File: src/rtl/qbus_pkg.sv
// Shared definitions for the Q-bus DMA arbiter: arbiter state encoding,
// bus widths and a pointer-width helper.
package qbus_pkg;

    localparam int ADR_W = 16;
    localparam int DAT_W = 16;
    localparam int SEL_W = 2;

    typedef enum logic [1:0] {
        ST_CPU = 2'd0,
        ST_GAP = 2'd1,
        ST_DMA = 2'd2
    } arb_state_t;

    // An index into an n-entry vector needs at least one bit, even for n == 1.
    function automatic int ptr_w(input int n);
        return (n > 1) ? $clog2(n) : 1;
    endfunction

endpackage

File: src/rtl/qbus_dma_arbiter_rr_pick.sv
// Combinational round-robin selector: first requester at or after the
// pointer, wrapping modulo N. Also reused by the interrupt controller.
module rr_pick #(
    parameter int N  = 2,
    parameter int PW = 1
) (
    input  logic [N-1:0]  i_req,
    input  logic [PW-1:0] i_ptr,
    output logic [N-1:0]  o_gnt,
    output logic [PW-1:0] o_idx,
    output logic          o_any
);

    logic [PW-1:0] w_pos;

    always_comb begin
        o_gnt = '0;
        o_idx = '0;
        o_any = 1'b0;
        w_pos = '0;
        for (int i = 0; i < N; i++) begin
            w_pos = PW'((int'(i_ptr) + i) % N);
            if (!o_any && i_req[w_pos]) begin
                o_any        = 1'b1;
                o_gnt[w_pos] = 1'b1;
                o_idx        = w_pos;
            end
        end
    end

endmodule

File: src/rtl/qbus_dma_arbiter.sv
// Q-bus style arbiter sharing the Wishbone bus between the CPU and NDMA DMA
// masters. Optional bus-timeout watchdog enabled by QBUS_ARB_TIMEOUT_EN.
//
// state   | meaning
// --------+-------------------------------------------------------------
// ST_CPU  | CPU owns the bus; slot counter runs until DMA may take over
// ST_GAP  | one dead clock, no grant; round-robin winner is picked here
// ST_DMA  | DMA master r_idx owns the bus; hold counter bounds the tenure
module qbus_dma_arbiter
    import qbus_pkg::*;
#(
    parameter int NDMA     = 2,
    parameter int MAX_HOLD = 64,
    parameter int CPU_SLOT = 4,
    parameter int TIMEOUT  = 255
) (
    input  logic                  clk_p,
    input  logic                  rst_n,
    input  logic                  cpu_stb_i,
    input  logic [ADR_W-1:0]      cpu_adr_i,
    input  logic [DAT_W-1:0]      cpu_dat_i,
    input  logic                  cpu_we_i,
    input  logic [SEL_W-1:0]      cpu_sel_i,
    output logic                  cpu_gnt_o,
    output logic                  cpu_ack_o,
    input  logic [NDMA-1:0]       dma_req_i,
    input  logic [NDMA-1:0]       dma_stb_i,
    input  logic [ADR_W*NDMA-1:0] dma_adr_i,
    input  logic [DAT_W*NDMA-1:0] dma_dat_i,
    input  logic [NDMA-1:0]       dma_we_i,
    input  logic [SEL_W*NDMA-1:0] dma_sel_i,
    output logic [NDMA-1:0]       dma_gnt_o,
    output logic [NDMA-1:0]       dma_ack_o,
    output logic [ADR_W-1:0]      bus_adr_o,
    output logic [DAT_W-1:0]      bus_dat_o,
    output logic                  bus_we_o,
    output logic [SEL_W-1:0]      bus_sel_o,
    output logic                  bus_stb_o,
    input  logic                  bus_ack_i,
    output logic                  bus_err_o
);

    localparam int PW     = ptr_w(NDMA);
    localparam int HOLD_W = $clog2(MAX_HOLD + 1);
    localparam int SLOT_W = $clog2(CPU_SLOT + 1);

    arb_state_t        r_state;
    logic              r_cpu_gnt;
    logic [NDMA-1:0]   r_dma_gnt;
    logic [PW-1:0]     r_idx;
    logic [PW-1:0]     r_ptr;
    logic [HOLD_W-1:0] r_hold;
    logic [SLOT_W-1:0] r_slot;
    logic              r_first;

    logic [NDMA-1:0]   w_pick_gnt;
    logic [PW-1:0]     w_pick_idx;
    logic              w_pick_any;
    logic              w_tmo_ack;
    logic              w_ack;
    logic              w_cpu_go;
    logic              w_release;
    logic [PW-1:0]     w_ptr_nxt;

    rr_pick #(
        .N  (NDMA),
        .PW (PW)
    ) u_rr_pick (
        .i_req (dma_req_i),
        .i_ptr (r_ptr),
        .o_gnt (w_pick_gnt),
        .o_idx (w_pick_idx),
        .o_any (w_pick_any)
    );

    // The CPU slot is waived until the first DMA tenure after reset.
    assign w_cpu_go  = (|dma_req_i) && !cpu_stb_i &&
                       (r_first || (r_slot >= SLOT_W'(CPU_SLOT)));
    assign w_release = (((!dma_req_i[r_idx]) || (r_hold >= HOLD_W'(MAX_HOLD))) &&
                        !dma_stb_i[r_idx]) || w_tmo_ack;
    assign w_ptr_nxt = (r_idx == PW'(NDMA - 1)) ? '0 : r_idx + 1'b1;

    always_ff @(posedge clk_p or negedge rst_n) begin
        if (!rst_n) begin
            r_state   <= ST_CPU;
            r_cpu_gnt <= 1'b1;
            r_dma_gnt <= '0;
            r_idx     <= '0;
            r_ptr     <= '0;
            r_hold    <= '0;
            r_slot    <= '0;
            r_first   <= 1'b1;
        end else begin
            case (r_state)
                ST_CPU: begin
                    if (r_slot != SLOT_W'(CPU_SLOT))
                        r_slot <= r_slot + 1'b1;
                    if (w_cpu_go) begin
                        r_state   <= ST_GAP;
                        r_cpu_gnt <= 1'b0;
                        r_first   <= 1'b0;
                    end
                end
                ST_GAP: begin
                    if (w_pick_any) begin
                        r_state   <= ST_DMA;
                        r_dma_gnt <= w_pick_gnt;
                        r_idx     <= w_pick_idx;
                        // The grant clock itself is the first clock of the tenure.
                        r_hold    <= HOLD_W'(1);
                    end else begin
                        r_state   <= ST_CPU;
                        r_cpu_gnt <= 1'b1;
                    end
                end
                ST_DMA: begin
                    if (r_hold != HOLD_W'(MAX_HOLD))
                        r_hold <= r_hold + 1'b1;
                    if (w_release) begin
                        r_state   <= ST_CPU;
                        r_cpu_gnt <= 1'b1;
                        r_dma_gnt <= '0;
                        r_ptr     <= w_ptr_nxt;
                        r_slot    <= '0;
                    end
                end
                default: begin
                    r_state   <= ST_CPU;
                    r_cpu_gnt <= 1'b1;
                    r_dma_gnt <= '0;
                end
            endcase
        end
    end

    assign cpu_gnt_o = r_cpu_gnt;
    assign dma_gnt_o = r_dma_gnt;

    always_comb begin
        bus_adr_o = '0;
        bus_dat_o = '0;
        bus_we_o  = 1'b0;
        bus_sel_o = '0;
        bus_stb_o = 1'b0;
        if (r_cpu_gnt) begin
            bus_adr_o = cpu_adr_i;
            bus_dat_o = cpu_dat_i;
            bus_we_o  = cpu_we_i;
            bus_sel_o = cpu_sel_i;
            bus_stb_o = cpu_stb_i;
        end
        for (int k = 0; k < NDMA; k++) begin
            if (r_dma_gnt[k]) begin
                bus_adr_o = dma_adr_i[ADR_W*k +: ADR_W];
                bus_dat_o = dma_dat_i[DAT_W*k +: DAT_W];
                bus_we_o  = dma_we_i[k];
                bus_sel_o = dma_sel_i[SEL_W*k +: SEL_W];
                bus_stb_o = dma_stb_i[k];
            end
        end
    end

    assign w_ack     = bus_ack_i | w_tmo_ack;
    assign cpu_ack_o = r_cpu_gnt & w_ack;
    assign dma_ack_o = r_dma_gnt & {NDMA{w_ack}};

`ifdef QBUS_ARB_TIMEOUT_EN
    logic [7:0] r_tmo;
    logic       r_err;

    // r_err doubles as the synthetic ack; clearing the count with it keeps
    // the still-high strobe from re-arming the watchdog in the same cycle.
    always_ff @(posedge clk_p or negedge rst_n) begin
        if (!rst_n) begin
            r_tmo <= '0;
            r_err <= 1'b0;
        end else begin
            if (!bus_stb_o || bus_ack_i || r_err)
                r_tmo <= '0;
            else if (r_tmo != 8'hFF)
                r_tmo <= r_tmo + 1'b1;
            r_err <= bus_stb_o && !bus_ack_i && !r_err && (r_tmo == 8'(TIMEOUT - 1));
        end
    end

    assign bus_err_o = r_err;
    assign w_tmo_ack = r_err;
`else
    logic w_unused_tmo;

    assign w_unused_tmo = ^TIMEOUT;
    assign bus_err_o    = 1'b0;
    assign w_tmo_ack    = 1'b0;
`endif

endmodule

File: config.mk
export PLATFORM = sky130hd
export DESIGN_NAME = qbus_dma_arbiter
export DESIGN_NICKNAME = d
export VERILOG_FILES = /design/src/rtl/qbus_pkg.sv /design/src/rtl/qbus_dma_arbiter_rr_pick.sv /design/src/rtl/qbus_dma_arbiter.sv
export SDC_FILE = /design/constraint.sdc
export NUM_CORES = 1
export LEC_CHECK = 0
export BUFFER_PORTS_ARGS = -buffer_cell sky130_fd_sc_hd__buf_2
export CAP_MARGIN = 20
export CORE_ASPECT_RATIO = 1.25
export CORE_MARGIN = 2
export CORE_UTILIZATION = 40
export CTS_CLUSTER_SIZE = 16
export DETAILED_ROUTE_END_ITERATION = 10
export GPL_TIMING_DRIVEN = 0
export PLACE_DENSITY = 0.87
export REMOVE_ABC_BUFFERS = 1
export SLEW_MARGIN = 30
export SYNTH_ARGS = -nofsm -noshare
export SYNTH_HDL_FRONTEND = slang
export SYNTH_HIERARCHICAL = 1
export SYNTH_SLANG_ARGS = --single-unit
File: constraint.sdc
create_clock -name clk_p -period 2.6 [get_ports clk_p]
set_input_delay 0.13 -clock clk_p [delete_from_list [all_inputs] [get_ports clk_p]]
set_output_delay 0.13 -clock clk_p [all_outputs]
set_load 0.03 [all_outputs]
==> results.txt, run 1 <==
CTS tree: built
R2R cell count: 4
pwr dens: 1330 nW/um2
RSZ-0062 raised after global routing: false
Synth Instances: 224
Antenna diodes: 0
worst-path cell chain: nor2_4, a22oi_1, o21ai_1, buf_2
worst r2r src: r_state[1]
die width: 61.3 um
Via density: 5.41
Post-Synth Adder-Cell Area: 3.04%
Residual DRC: 0
drt total wl: 6470 um
Async SR Flop Fraction: 100%
Post-Synth Simple-Gate Area: 20.2%
Synth Flop Type: dfrtp_1
initial antenna violation count: 0
initial drt markers: 240
Placement Setup Slack: 0.531 ns
Tightest Hold Check Type: in2reg
setup violators final: 0
clock tree buffer depth: 2
core area: 4030 um2
# IOs: 156
CP top delay family: simple AND/OR/NAND/NOR gates
Worst EP arrival: 2.26 ns
WP data required: 2.47 ns
vias after detailed routing: 2281
Avg Cell Area, Syn: 7.34 um2
Buf+Inv Stages, Crit Path: 1
r2r setup slk: 1.09 ns
headroom to the max-slew limit: 48.2%
final worst slack: 0.209 ns
Initial Utilization: 40.8%
setup TNS: 0 ns
Final Hold Vio Count: 0
count of cell types in the netlist: 44
critical path type: reg2out
CP max stage delay: 0.73 ns
number of flops mapped to enable cells by yosys: 0
sequential-to-total area share from yosys stat: 27.5%
outcome: finished clean
Placer Congestion: 0.939
Die Area: 4640 um2
FF-to-FF End: r_hold[5]
Max Cap Viol: 0
Setup crit start kind: register
Netlist Area Pre-Place: 1640 um2
first-pass GRT wire length: 8460 um
fin crit share: 92.0%
most common cell after layout, fill and taps aside: buf_2
post-route ant nets: 0
Overall Global Routing Usage: 24.6%
layout net count: 484
Setup crit start: dma_gnt_o[0]
Syn. warnings: 6
Pwr Total: 3.29 mW
die height: 75.7 um
Slew @ Worst Pin: 0.776 ns
VDD IR max: 775 uV
clock root buffer: clkbuf_8
main combinational cell family by area after synthesis: compound AO/OA/AOI/OAI gates
CP max stage cell: nor2_4
pin count of the biggest net entering global routing: 76
area grow syn2layout: 50.5%
post-synthesis compound-gate area fraction: 39.3%
CTS H-tree depth: 1
Max FO, Critical Path: 41
fin crit period: 2.39 ns
hold slack: 0.0669 ns
Crit. End Element: output port
vias in the first global route: 1831
Pleak: 1.29 nW
Post-Synth XOR/XNOR Area: 1.07%
share of cells above drive strength 1: 45.9%
GRT overflow: 0
port bufs: 154
max-slew violation count: 0
Synth Register Bits: 18
mux contribution to synthesized area: 1.98%
Setup crit end: bus_adr_o[0]
final design utilization: 61.3%
row cnt: 26
Final Skew: 0.00202 ns
DR pass1 iterations: 6
CTS Buf Count: 3
Worst path depth: 4
drt wl/cell: 15.3 um
TritonCTS Sinks: 18
Final HPWL DP: 5110 um
most frequent cells in the layout: 154 x buf_2, 41 x nand2_1, 35 x a22oi_1
FMAX: 418 MHz
Clock transition at path regs: 0.07 ns
Post CTS Setup Buffer Count: 0
clock latency on the worst-skew pair: 0.25 ns
-- per-stage QoR --
stage               instances  cell area, um2
floorplan                 207            1570
detailed placement        417            2420
CTS                       422            2470
global route              422            2470
global placement          417            2410
finish                    422            2470
-- worst min-delay path by stage --
stage               from           end  slack [ns]  cells after the start
2_1_floorplan      rst_n  dma_gnt_o[0]       -0.17                      0
3_3_place_gp       rst_n     r_hold[4]        0.08                      1
3_5_place_dp       rst_n     r_hold[3]        0.08                      1
4_1_cts        cpu_stb_i    r_state[0]        0.07                      2
5_1_grt        cpu_stb_i    r_state[0]        0.09                      2
6_report       cpu_stb_i    r_state[0]        0.07                      2
-- report_power, final --
group	leakage (nW)	switching (mW)	internal, mW
Sequential	0.219	0.370	0.402
Clock	0.0228	0.0948	0.109
Combinational	1.04	1.54	0.773
Total	1.29	2.01	1.28
-- sequential cells by signal, summed over array words and instances (netlist names) --
register,count
r_first,1
r_state,2
r_ptr,1
dma_gnt_o,2
r_slot,3
r_idx,1
r_hold,7
cpu_gnt_o,1
-- what timing repair did --
action | 4_1_cts | 5_1_grt
resized for setup | 0 | 0
hold buffers | 1 | 0
endpoints found under the hold margin | 16 | 0
-- kinds of logic after synthesis --
family	count (synthesis)
simple gates	70
fa+ha+maj	4
mux	3
flops	18
xor+xnor	2
compound gates	100
other cells	1
buf+inv	26
-- metal layers --
layer	wire length (um)	track usage [%]	part of all wire [%]	vias up
li1	-	-	-	1102
met1	2650	35.1	41	1046
met2	3040	38.5	47	125
met3	726	4.92	11	8
met4	46	5.20	0.71	0
met5	0	0	0	-
-- synth_stat cells (2+ instances only) --
master | instances | area share [%]
nand2_1 | 41 | 9.4
a22oi_1 | 35 | 16
o21ai_1 | 32 | 9.7
dfrtp_1 | 16 | 24
clkbuf_1 | 11 | 2.5
o21ai_0 | 10 | 3.0
nor2_1 | 8 | 1.8
inv_1 | 7 | 1.6
a21oi_1 | 5 | 1.5
buf_2 | 4 | 1.2
ha_1 | 4 | 3.0
a21boi_0 | 3 | 1.4
a22o_1 | 3 | 1.6
and2_1 | 3 | 1.1
nor2b_1 | 3 | 1.1
nor3_1 | 3 | 0.91
buf_4 | 2 | 0.91
dfstp_2 | 2 | 3.2
nand2b_1 | 2 | 0.76
nor2_2 | 2 | 0.76
nor4_1 | 2 | 0.76
o22ai_1 | 2 | 0.76
o2bb2ai_1 | 2 | 1.1
o32a_1 | 2 | 1.2
-- final cells by class --
type                       count  area, um2
clock buffer                   4       45.0
multi-input combinational    180       1090
tap                           56       70.1
fill                         412       1560
timing repair buffer         155        781
inverter                       9       33.8
sequential                    18        458
Power figures use the tool's default switching activity.
==> run 2: changes to the inputs <==
Settings changed: PLACE_DENSITY 0.87 to 0.85.
==> results.txt, run 2 (synthesis results as in run 1) <==
DR pass1 iterations: 5 (was 6)
Setup crit start kind: register (unchanged)
critical path type: reg2out (unchanged)
r2r setup slk: 1.07 ns (was 1.09 ns)
CTS tree: built (unchanged)
Initial Utilization: 40.8% (unchanged)
most frequent cells in the layout: 154 x buf_2, 41 x nand2_1, 35 x a22oi_1 (unchanged)
# IOs: 156 (unchanged)
FF-to-FF End: r_hold[2] (was r_hold[5])
Post CTS Setup Buffer Count: 0 (unchanged)
Overall Global Routing Usage: 24.5% (was 24.6%)
WP data required: 2.47 ns (about the same)
vias in the first global route: 1814 (was 1831)
layout net count: 484 (unchanged)
Comb power frac: 69.7% (was 70.4%)
core area: 4030 um2 (unchanged)
CP top delay family: simple AND/OR/NAND/NOR gates (unchanged)
Max FO, Critical Path: 41 (unchanged)
Worst path depth: 4 (unchanged)
Slew @ Worst Pin: 0.803 ns (was 0.776 ns)
port bufs: 154 (unchanged)
max-slew violation count: 0 (unchanged)
pin count of the biggest net entering global routing: 76 (unchanged)
internal power: 1.31 mW (was 1.28 mW)
Worst EP arrival: 2.31 ns (was 2.26 ns)
Final Hold Vio Count: 0 (unchanged)
clock root buffer: clkbuf_8 (unchanged)
fin crit share: 93.8% (was 92.0%)
register area: 458 um2 (unchanged)
max FFs per register: 7 (unchanged)
die height: 75.7 um (unchanged)
drt wl/cell: 15.5 um (was 15.3 um)
CP max stage cell: nor2_4 (unchanged)
worst r2r src: r_state[1] (unchanged)
CP max stage delay: 0.75 ns (was 0.73 ns)
headroom to the max-slew limit: 46.3% (was 48.2%)
Buf+Inv Stages, Crit Path: 1 (unchanged)
share of cells above drive strength 1: 46.2% (was 45.9%)
CTS Buf Count: 3 (unchanged)
Clock transition at path regs: 0.07 ns (about the same)
clock latency on the worst-skew pair: 0.25 ns (about the same)
RSZ-0062 raised after global routing: false (unchanged)
area grow syn2layout: 51.1% (was 50.5%)
GRT overflow: 0 (unchanged)
Final Skew: 0.00215 ns (was 0.00202 ns)
Placer Congestion: 0.929 (was 0.939)
most common cell after layout, fill and taps aside: buf_2 (unchanged)
clock tree buffer depth: 2 (unchanged)
Reg with most FFs: r_hold (unchanged)
Die Area: 4640 um2 (unchanged)
clock group share of total power: 6.9% (was 6.2%)
sw power: 2.01 mW (about the same)
Placement Setup Slack: 0.447 ns (was 0.531 ns)
switching share of power: 60.5% (was 61.0%)
Setup crit start: dma_gnt_o[0] (unchanged)
pwr dens: 1330 nW/um2 (about the same)
final worst slack: 0.162 ns (was 0.209 ns)
final non-filler cell total: 422 (unchanged)
CTS H-tree depth: 1 (unchanged)
Crit. End Element: output port (unchanged)
die width: 61.3 um (unchanged)
filler instances: 398 (was 412)
Via density: 5.37 (was 5.41)
drt total wl: 6520 um (was 6470 um)
worst-path cell chain: nor2_4, a22oi_1, o21ai_0, buf_2 (was nor2_4, a22oi_1, o21ai_1, buf_2)
setup violators final: 0 (unchanged)
outcome: finished clean (unchanged)
Setup crit end: bus_we_o (was bus_adr_o[0])
first-pass GRT wire length: 8570 um (was 8460 um)
Top Registers: r_hold: 7 flops, r_slot: 3 flops (unchanged)
initial antenna violation count: 0 (unchanged)
Multi-input gate area: 1090 um2 (unchanged)
Tightest Hold Check Type: in2reg (unchanged)
row cnt: 26 (unchanged)
initial drt markers: 158 (was 240)
TritonCTS Sinks: 18 (unchanged)
VDD IR max: 633 uV (was 775 uV)
vias after detailed routing: 2266 (was 2281)
FMAX: 410 MHz (was 418 MHz)
Final HPWL DP: 5130 um (was 5110 um)
R2R cell count: 4 (unchanged)
fin crit period: 2.44 ns (was 2.39 ns)
Max Cap Viol: 0 (unchanged)
Residual DRC: 0 (unchanged)
Reg power frac: 23.5% (about the same)
post-route ant nets: 0 (unchanged)
Antenna diodes: 0 (unchanged)
placed cell count: 417 (unchanged)
Pleak: 1.29 nW (about the same)
==> run 2: area by class of cell <==
class | count | share of cell area, %
Clock buffer | 4 | 2.22
Inverter | 9 | 1.36
Multi-Input combinational cell | 180 | 43.7
Sequential cell | 18 | 18.4
Tap cell | 56 | 2.82
Timing Repair Buffer | 155 | 31.4
==> run 2: per-stage QoR <==
step                      util, %  power [mW]  hold WS [ns]  cell area, um2  setup TNS [ns]
after floorplan                 -        2.34        -0.166            1570          -0.416
after global placement       59.7        3.03        0.0755            2410           -6.39
after detailed placement     60.0        3.09        0.0851            2420               0
after CTS                    61.6        3.31        0.0705            2480               0
after global routing         61.6        3.57         0.103            2480               0
final                        61.6        3.32        0.0761            2480               0
==> run 2: worst min path at each step <==
stage / startpoint / end / slack (ns) / cells after the start
6_report: cpu_stb_i / r_state[0] / 0.08 / 2
5_1_grt: cpu_stb_i / r_state[0] / 0.10 / 2
4_1_cts: cpu_stb_i / r_state[0] / 0.07 / 2
3_5_place_dp: rst_n / r_hold[5] / 0.09 / 1
3_3_place_gp: rst_n / r_hold[5] / 0.08 / 1
2_1_floorplan: rst_n / dma_gnt_o[0] / -0.17 / 0
==> run 2: per-layer routing <==
layer / share of wire (%) / track usage, %
met1: 43 / 36.8
met2: 46 / 37.0
met3: 10 / 4.07
met4: 0.72 / 5.44
met5: 0 / 0
==> run 2: power by group through the flow <==
stage | Sequential, mW | Clock, mW | Combinational [mW]
6_report | 0.777 | 0.228 | 2.31
5_1_grt | 0.812 | 0.244 | 2.52
4_1_cts | 0.770 | 0.232 | 2.31
3_5_place_dp | 0.775 | 0 | 2.31
3_3_place_gp | 0.750 | 0 | 2.28
2_1_floorplan | 0.713 | 0 | 1.63
==> run 2: repair_timing <==
| action | in CTS | in global routing |
|---|---|---|
| gates resized for setup | 0 | 0 |
| hold buffers | 1 | 0 |
| endpoints found under the hold margin | 16 | 0 |
==> run 3: changes to the inputs <==
Settings changed: ABC_AREA from default to 1, CORE_UTILIZATION 40 to 43.
==> results.txt, run 3 <==
Avg Cell Area, Syn: 5.59 um2 (was 7.34 um2)
setup TNS: 0 ns (unchanged)
Buf+Inv Stages, Crit Path: 1 (unchanged)
CTS Buf Count: 3 (unchanged)
Netlist Area Pre-Place: 1960 um2 (was 1640 um2)
clock tree buffer depth: 2 (unchanged)
Async SR Flop Fraction: 100% (unchanged)
port bufs: 154 (unchanged)
CP max stage cell: dfstp_2 (was nor2_4)
top cells by count, synth: 119 x nand2_1, 51 x nor2_1, 48 x o21ai_0 (was 41 x nand2_1, 35 x a22oi_1, 32 x o21ai_1)
drt wl/cell: 12.1 um (was 15.5 um)
pin count of the biggest net entering global routing: 76 (unchanged)
Slew @ Worst Pin: 0.707 ns (was 0.803 ns)
final worst slack: 0.493 ns (was 0.162 ns)
Die Area: 5110 um2 (was 4640 um2)
critical path type: reg2out (unchanged)
count of cell types in the netlist: 24 (was 44)
fin crit share: 81.0% (was 93.8%)
count leader, synth: nand2_1 (unchanged)
drt total wl: 6640 um (was 6520 um)
setup violators final: 0 (unchanged)
number of flops mapped to enable cells by yosys: 0 (unchanged)
Placement Setup Slack: 0.766 ns (was 0.447 ns)
Pleak: 1.57 nW (was 1.29 nW)
# IOs: 156 (unchanged)
Max Cap Viol: 0 (unchanged)
Synth Register Bits: 18 (unchanged)
WP data required: 2.47 ns (about the same)
max-slew violation count: 0 (unchanged)
Placer Congestion: 0.902 (was 0.929)
fin crit period: 2.11 ns (was 2.44 ns)
core area: 4390 um2 (was 4030 um2)
Setup crit start kind: register (unchanged)
Final HPWL DP: 5130 um (about the same)
Final Cell Area: 2770 um2 (was 2480 um2)
outcome: finished clean (unchanged)
Crit. End Element: output port (unchanged)
Top Registers: r_hold: 7 flops, r_slot: 3 flops (unchanged)
internal power: 1.16 mW (was 1.31 mW)
initial antenna violation count: 2 (was 0)
sw power: 1.79 mW (was 2.01 mW)
row cnt: 27 (was 26)
CTS H-tree depth: 1 (unchanged)
FMAX: 475 MHz (was 410 MHz)
synth top area cells: nand2_1 23%, dfrtp_1 20%, o21ai_0 12%, nor2_1 9.8%, a21oi_1 9.2% (was dfrtp_1 24%, a22oi_1 16%, o21ai_1 9.7%, nand2_1 9.4%, dfstp_2 3.2%)
Clock transition at path regs: 0.06 ns (was 0.07 ns)
Final Skew: 0.00811 ns (was 0.00215 ns)
GRT overflow: 0 (unchanged)
Reg power frac: 23.8% (was 23.5%)
Post-CTS Hold Buffers: 1 (unchanged)
CP max stage delay: 0.98 ns (was 0.75 ns)
pwr dens: 1070 nW/um2 (was 1330 nW/um2)
Initial Utilization: 44.6% (was 40.8%)
Reg with most FFs: r_hold (unchanged)
post-synth top area share: 22.8% (was 24.4%)
Via density: 4.83 (was 5.37)
clock root buffer: clkbuf_8 (unchanged)
TritonCTS Sinks: 18 (unchanged)
hold slack: 0.160 ns (was 0.0761 ns)
VDD IR max: 600 uV (was 633 uV)
initial drt markers: 182 (was 158)
Max FO, Critical Path: 39 (was 41)
Tightest Hold Check Type: in2reg (unchanged)
post-route ant nets: 0 (unchanged)
Comb power frac: 69.3% (was 69.7%)
sequential-to-total area share from yosys stat: 23.1% (was 27.5%)
Residual DRC: 0 (unchanged)
max FFs per register: 7 (unchanged)
most common cell after layout, fill and taps aside: buf_2 (unchanged)
headroom to the max-slew limit: 52.9% (was 46.3%)
Synth Instances: 350 (was 224)
vias after detailed routing: 2644 (was 2266)
die width: 64.4 um (was 61.3 um)
Final Hold Vio Count: 0 (unchanged)
Worst EP arrival: 1.98 ns (was 2.31 ns)
CTS tree: built (unchanged)
clock latency on the worst-skew pair: 0.26 ns (was 0.25 ns)
Syn. warnings: 6 (unchanged)
RSZ-0062 raised after global routing: false (unchanged)
CP top delay family: flip-flops (was simple AND/OR/NAND/NOR gates)
DR pass1 iterations: 4 (was 5)
vias in the first global route: 2320 (was 1814)
top cell type by total area after synthesis: nand2_1 (was dfrtp_1)
first-pass GRT wire length: 10200 um (was 8570 um)
layout net count: 606 (was 484)
Synth Flop Type: dfrtp_1 (unchanged)
die height: 79.4 um (was 75.7 um)
worst-path cell chain: nand2_1, nor2_1, a21oi_1, o21ai_0, buf_2 (was nor2_4, a22oi_1, o21ai_0, buf_2)
Overall Global Routing Usage: 24.8% (was 24.5%)
most frequent cells in the layout: 154 x buf_2, 119 x nand2_1, 51 x nor2_1 (was 154 x buf_2, 41 x nand2_1, 35 x a22oi_1)
Post CTS Setup Buffer Count: 0 (unchanged)
clock group share of total power: 6.9% (about the same)
post_cts resized: 0 (unchanged)
area grow syn2layout: 41.5% (was 51.1%)
switching share of power: 60.7% (was 60.5%)
Post-DP Area: 2710 um2 (was 2420 um2)
share of cells above drive strength 1: 35.2% (was 46.2%)
## run 3: cell types whose count changed after synthesis, moves of 4 or more
| cell | change |
|---|---|
| o21ai_1 | -30 |
| nand3_1 | +10 |
| clkbuf_1 | -4 |
| a22oi_1 | -35 |
| nand2_1 | +78 |
| inv_1 | +17 |
| a21oi_1 | +31 |
| buf_2 | +6 |
| o21ai_0 | +38 |
| nor2_1 | +43 |
## run 3: final cells by class
type	count	area [um2]
Inverter	26	97.6
Clock buffer	4	45.0
Multi-Input combinational cell	284	1290
Timing Repair Buffer	156	808
Antenna cell	1	2.50
Fill cell	435	1620
Sequential cell	18	458
Tap cell	58	72.6
## run 3: final timing paths
path / start / endpoint / slack (ns) / cells after the start
max: cpu_gnt_o / bus_adr_o[9] / 0.49 / 5
min: cpu_stb_i / r_state[0] / 0.16 / 3
max reg2reg: r_hold[0] / r_hold[6] / 1.20 / 7
min reg2reg: r_first / r_first / 0.46 / 2
max in group asynchronous: rst_n / r_first / 1.95 / 2
min in group asynchronous: rst_n / r_hold[0] / 0.31 / 2
## run 3: cell families after synthesis
group,after synthesis,synth area share [%]
compound gates,87,22.4
simple gates,189,39.2
fa+ha+maj,4,2.56
other cells,1,0.192
xor+xnor,3,1.34
flops,18,23.1
buf+inv,48,11.2
## run 3: metal layers
| layer | global-route usage [%] | vias up | routed length, um |
|---|---|---|---|
| li1 | - | 1391 | - |
| met1 | 28.2 | 1120 | 2520 |
| met2 | 43.4 | 117 | 3160 |
| met3 | 9.17 | 14 | 852 |
| met4 | 6.60 | 2 | 99 |
| met5 | 0 | - | 13 |
## run 3: metrics by stage
step	utilization [%]	std cells	total power, mW
floorplan	-	328	2.10
CTS	63.0	546	2.96
detailed placement	61.8	541	2.75
finish	63.1	547	2.95
global route	63.0	546	3.21
global placement	61.0	540	2.68
## run 3: worst min-delay path, stage by stage
cell and delay (ns):
buf_2 0.08, nand3b_1 0.11, nor2_1 0.05
## run 3: power groups by stage
stage	clock network (mW)	registers [mW]	logic, mW
after floorplan	0	0.664	1.43
after global placement	0	0.716	1.96
after detailed placement	0	0.706	2.04
after CTS	0.207	0.701	2.05
after global routing	0.213	0.742	2.25
final	0.205	0.703	2.05
